<file path="config.mk">
export PLATFORM = sky130hd
export DESIGN_NAME = seq_pattern_check
export DESIGN_NICKNAME = d
export VERILOG_FILES = /design/src/rtl/seq_pattern_check.sv
export SDC_FILE = /design/constraint.sdc
export NUM_CORES = 1
export LEC_CHECK = 0
export BUFFER_PORTS_ARGS = -buffer_cell sky130_fd_sc_hd__buf_2
export CAP_MARGIN = 10
export CORE_UTILIZATION = 30
export DETAILED_ROUTE_END_ITERATION = 12
export MAX_ROUTING_LAYER = met4
export PLACE_DENSITY = 0.53
export SYNTH_ARGS = -nofsm -noshare
export SYNTH_HDL_FRONTEND = slang
export SYNTH_SLANG_ARGS = --single-unit
</file>
<file path="constraint.sdc">
create_clock -name clk -period 2 [get_ports clk]
set_clock_uncertainty 0.1 [all_clocks]
set_input_delay 0.2 -clock clk [delete_from_list [all_inputs] [get_ports clk]]
set_output_delay 0.2 -clock clk [all_outputs]
set_load 0.005 [all_outputs]
</file>
<file path="src/rtl/seq_pattern_check.sv">
// Stream checker for the pattern test path: locks to the first accepted word,
// then verifies each following word is the previous one plus one, modulo 2^DataBits.
module seq_pattern_check #(
    parameter int DataBits  = 16,
    parameter int CountBits = 32
) (
    input  logic                 clk,
    input  logic                 rst_n,
    input  logic                 enable,
    input  logic                 clear,
    input  logic                 din_valid,
    output logic                 din_ready,
    input  logic [DataBits-1:0]  din_data,
    output logic                 locked,
    output logic                 err_flag,
    output logic [CountBits-1:0] word_count,
    output logic [CountBits-1:0] err_count,
    output logic [CountBits-1:0] first_err_index,
    output logic [DataBits-1:0]  first_err_expected,
    output logic [DataBits-1:0]  first_err_actual
);

    localparam logic [0:0] ST_UNLOCKED = 1'b0;
    localparam logic [0:0] ST_LOCKED   = 1'b1;

    localparam logic [DataBits-1:0]  DataOne  = 1;
    localparam logic [CountBits-1:0] CountOne = 1;
    localparam logic [CountBits-1:0] CountMax = '1;

    logic [0:0]           r_state;
    logic [DataBits-1:0]  r_expected;
    logic                 r_errFlag;
    logic [CountBits-1:0] r_wordCount;
    logic [CountBits-1:0] r_errCount;
    logic [CountBits-1:0] r_firstErrIndex;
    logic [DataBits-1:0]  r_firstErrExpected;
    logic [DataBits-1:0]  r_firstErrActual;

    logic                 w_xfer;
    logic                 w_mismatch;
    logic [CountBits-1:0] w_wordCountInc;
    logic [CountBits-1:0] w_errCountInc;

    assign din_ready  = enable;
    assign w_xfer     = din_valid & enable;
    assign w_mismatch = (din_data != r_expected);

    // Counters stick at all-ones instead of wrapping.
    assign w_wordCountInc = (r_wordCount == CountMax) ? r_wordCount : r_wordCount + CountOne;
    assign w_errCountInc  = (r_errCount  == CountMax) ? r_errCount  : r_errCount  + CountOne;

    always_ff @(posedge clk) begin
        if (!rst_n || clear) begin
            r_state            <= ST_UNLOCKED;
            r_expected         <= '0;
            r_errFlag          <= 1'b0;
            r_wordCount        <= '0;
            r_errCount         <= '0;
            r_firstErrIndex    <= '0;
            r_firstErrExpected <= '0;
            r_firstErrActual   <= '0;
        end else if (w_xfer) begin
            r_wordCount <= w_wordCountInc;
            // On a match din_data equals expected, so din_data+1 covers both
            // the normal advance and the resync after a mismatch.
            r_expected  <= din_data + DataOne;
            if (r_state == ST_UNLOCKED) begin
                r_state <= ST_LOCKED;
            end else if (w_mismatch) begin
                r_errCount <= w_errCountInc;
                if (!r_errFlag) begin
                    r_errFlag          <= 1'b1;
                    r_firstErrIndex    <= r_wordCount;
                    r_firstErrExpected <= r_expected;
                    r_firstErrActual   <= din_data;
                end
            end
        end
    end

    assign locked             = (r_state == ST_LOCKED);
    assign err_flag           = r_errFlag;
    assign word_count         = r_wordCount;
    assign err_count          = r_errCount;
    assign first_err_index    = r_firstErrIndex;
    assign first_err_expected = r_firstErrExpected;
    assign first_err_actual   = r_firstErrActual;

endmodule

</file>
==> run metrics <==
status complete, but fails checks; failing checks setup timing; WL per Instance 15.0 um; DRC viols 0; FF/Latch Area 0.00297 mm2; slew margin rel. 73.5%; syn_area_per_cell 8.29 um2; sequential element share of the synthesized area 44.9%; # setup viols final 40; Die Wd 149 um; RR Endpoint first_err_index[17]; grt total ovfl 0; DRT Pass-1 Iters 5; Post-Synthesis Cells 786; WP buf/inv 4; Pwr Total 6630 uW; combinational share of power 5.6%; area post-placement 0.00873 mm2; Core Area 0.0212 mm2; first-pass GRT wire length around 31000 um; synthesized area ~0.0065 mm2; clock buffer depth 2; sequential share of power 44.2%; area grow syn2layout 61.3%; Worst-Skew Late Latency around 0.43 ns; Syn. warnings 0; P_leak 0.00430 uW; crit end category flop; Req. time, crit path 2.22 ns; Least-Margin Pin Slew around 0.4 ns; TritonCTS buffer count 17; routed vias 6684; RSZ-0062 raised after global routing yes; vias in the first global route 6001; Initial DRC Count 267; Net Switching ~1600 uW; Total GRT Usage 18.0%; Max IR drop VDD 0.514 mV; reg2reg setup slack -0.08 ns; startpoint types flop; synth unique cells 44; slowest cell on the critical path dfxtp_2; Hold Violations, Final 0; critical path arrival 2.30 ns; Hold Crit Start din_data[14]; number of flops mapped to enable cells by yosys 0; gpl congestion 0.815; worst-path cell chain xor2_2, nor4_2, nand4_1, buf_4, nand4_1, buf_4, clkbuf_16, buf_6, nand3_2, o31ai_1; post-route ant nets 0; # rows 53; pre-CTS WS -0.0947 ns; Setup WS post-layout -0.0809 ns; Final #Nets 1110; R2R Path Start r_expected[12]; Max Clk Rate ~480 MHz; largest net degree at the start of global routing 84; Reg clk slew, reported paths 0.06 ns; share of cells above drive strength 1 48.0%; fin crit period about 2.1 ns; Min-Delay Path Class in2reg; PD cells around 630 mW/mm2; dpl hpwl 13800 um; CP delay by family, top simple AND/OR/NAND/NOR gates; Initial Utilization 30.8%; Register-to-Register Path Depth 10; PortBufs ~150; sw frac 23.8%; DIE HEIGHT 149 um; total clock sinks 146; CTS tree yes; Max FO, Critical Path 5; MaxCap Viol Count 0; Synth Register Bits 146; Synthesized Nets 810; Routed Wire Length 20600 um; Clock Root Buffer clkbuf_16; Multi-input gate area between 0.003 and 0.004 mm2; Synth Flop Type dfxtp_1; internal power 5050 uW; ys async rst share 0%; kind of critical path reg2reg; Clk pwr share 50.2%; Final period util 104%; WHS Endpoint r_expected[14]; CTS H-tree lvls 4; Hold Path Stages 3; Fill cells 2024; die area between 0.02 and 0.025 mm2; CP peak stage delay 0.34 ns; Avg Vias per Cell 4.86; Final Max Slew Viols 0; # IOs 152; final instance area 0.0105 mm2; initial antenna violation count 0
## cell usage after synthesis, types with 2 or more instances
cell type    n  area (um2)
nor4_1      12        75.1
nand3_1     89         445
buf_4        3        22.5
dfxtp_1    146        2920
a21oi_1     20         100
or3_1       11        68.8
clkbuf_1    38         143
nor3_1      14        70.1
or4_1       13        97.6
nand4_1     25         156
and4_1       5        43.8
o211ai_1     8        60.1
nand2b_1    15        93.8
mux2i_1     12         120
and3_1      12        75.1
nor4_2       2        25.0
nand2_1    100         375
ha_1         3        37.5
inv_1       11        41.3
a211oi_1    10        75.1
o31ai_1     20         150
buf_2       12        60.1
xor2_1      30         263
xnor2_1     23         201
nand4_2      3        37.5
o21ai_0     70         350
nor2_1      59         221
a311oi_1     3        26.3
buf_1        2        7.51
## cell families (layout without fill, tap and decap cells)
logic type | Yosys count | count (layout) | synth area share [%]
AND/OR/NAND/NOR | 370 | 370 | 29.1
flip-flops | 146 | 146 | 44.9
multiplexers | 12 | 12 | 1.84
adder cells (fa/ha/maj) | 3 | 3 | 0.576
XOR/XNOR | 53 | 53 | 7.13
other | 0 | 1 | 0
buffers and inverters | 67 | 380 | 4.28
AO/OA/AOI/OAI | 135 | 135 | 12.2
## area by class of cell
type	count	area share (%)
multi-input combinational	573	38.0
inverter	11	0.393
timing repair buffer	337	24.2
clock buffer	18	4.09
antenna	1	0.0238
tap	275	3.28
sequential	146	28.3
clock inverter	14	1.69
## tightest hold or removal path: cells and delay by family
kind / cells / cell delay, ns
and+or+nand+nor: 2 / 0.19
buffers and inverters: 1 / 0.11
## sequential cells by signal, indices dropped and copies added (netlist names)
| signal | count |
|---|---|
| err_count | 32 |
| first_err_index | 32 |
| word_count | 32 |
| first_err_actual | 16 |
| first_err_expected | 16 |
| r_expected | 16 |
| err_flag | 1 |
| locked | 1 |
## per-stage QoR
step,setup TNS [ns],instances,util (%),hold slack (ns)
floorplan,0,786,-,0.196
global placement,-3.35,1315,41.3,0.350
detailed placement,-1.87,1315,41.3,0.356
CTS,-2.12,1349,44.7,0.0104
global route,-12.19,1374,49.6,0.0390
finish,-0.618,1375,49.7,0.0285
## placed cells by master, fill, tap and decap left out, types with 5 or more instances in the layout
cell type / n
nor2_1: 57
buf_4: 146
clkbuf_16: 25
o31ai_1: 18
nand4_1: 25
nor3_2: 6
and3_1: 6
nand3_1: 55
nor4_2: 5
buf_2: 151
and3_4: 5
xnor2_1: 20
nor4_4: 8
a211oi_1: 10
buf_12: 14
o21ai_0: 20
nand2_1: 96
mux2i_1: 12
or3_1: 9
o211ai_1: 8
nand2b_1: 14
or4_4: 11
dfxtp_2: 39
o21ai_1: 48
dfxtp_1: 107
nor3_1: 6
and4_1: 5
a21oi_1: 10
xor2_2: 8
a21oi_2: 10
nand3_2: 32
inv_1: 10
xor2_1: 22
buf_6: 14
## timing repair
item                                    4_1_cts  5_1_grt
hold buffers                                  1        0
pin swaps                                     2       78
hold endpoints to repair                      1        0
gates resized for setup                      17      215
setup buffers                                 1       15
gates cloned                                  0       11
endpoints found under the setup margin       91      122
## per-layer routing
layer  routed length, um  vias up  GRT usage (%)
met5                   0        -              -
met2                9490      125           27.5
met3                 618       29           3.12
li1                    -     3388              -
met1               10100     3142           23.7
met4                 422        0           6.53
## worst max path at each step
stage                          endpoint  depth (start not counted)  slack [ns]            from
global placement           err_count[6]                          9       -0.08   r_expected[0]
floorplan                 err_count[29]                          6       0.001    err_count[2]
detailed placement        err_count[28]                          9       -0.09   r_expected[0]
finish              first_err_index[17]                         10       -0.08  r_expected[12]
CTS                        err_count[4]                          9       -0.06   r_expected[0]
global route        first_err_index[17]                         10       -0.22  r_expected[12]
## power by group through the flow
stage	clock network [uW]	logic [uW]	registers, uW
after floorplan	0	161	3000
after global placement	0	321	3000
after detailed placement	0	322	3000
after global routing	3540	402	2930
final	3330	371	2930
after CTS	3420	326	2930
(Power assumes the default switching activity.)
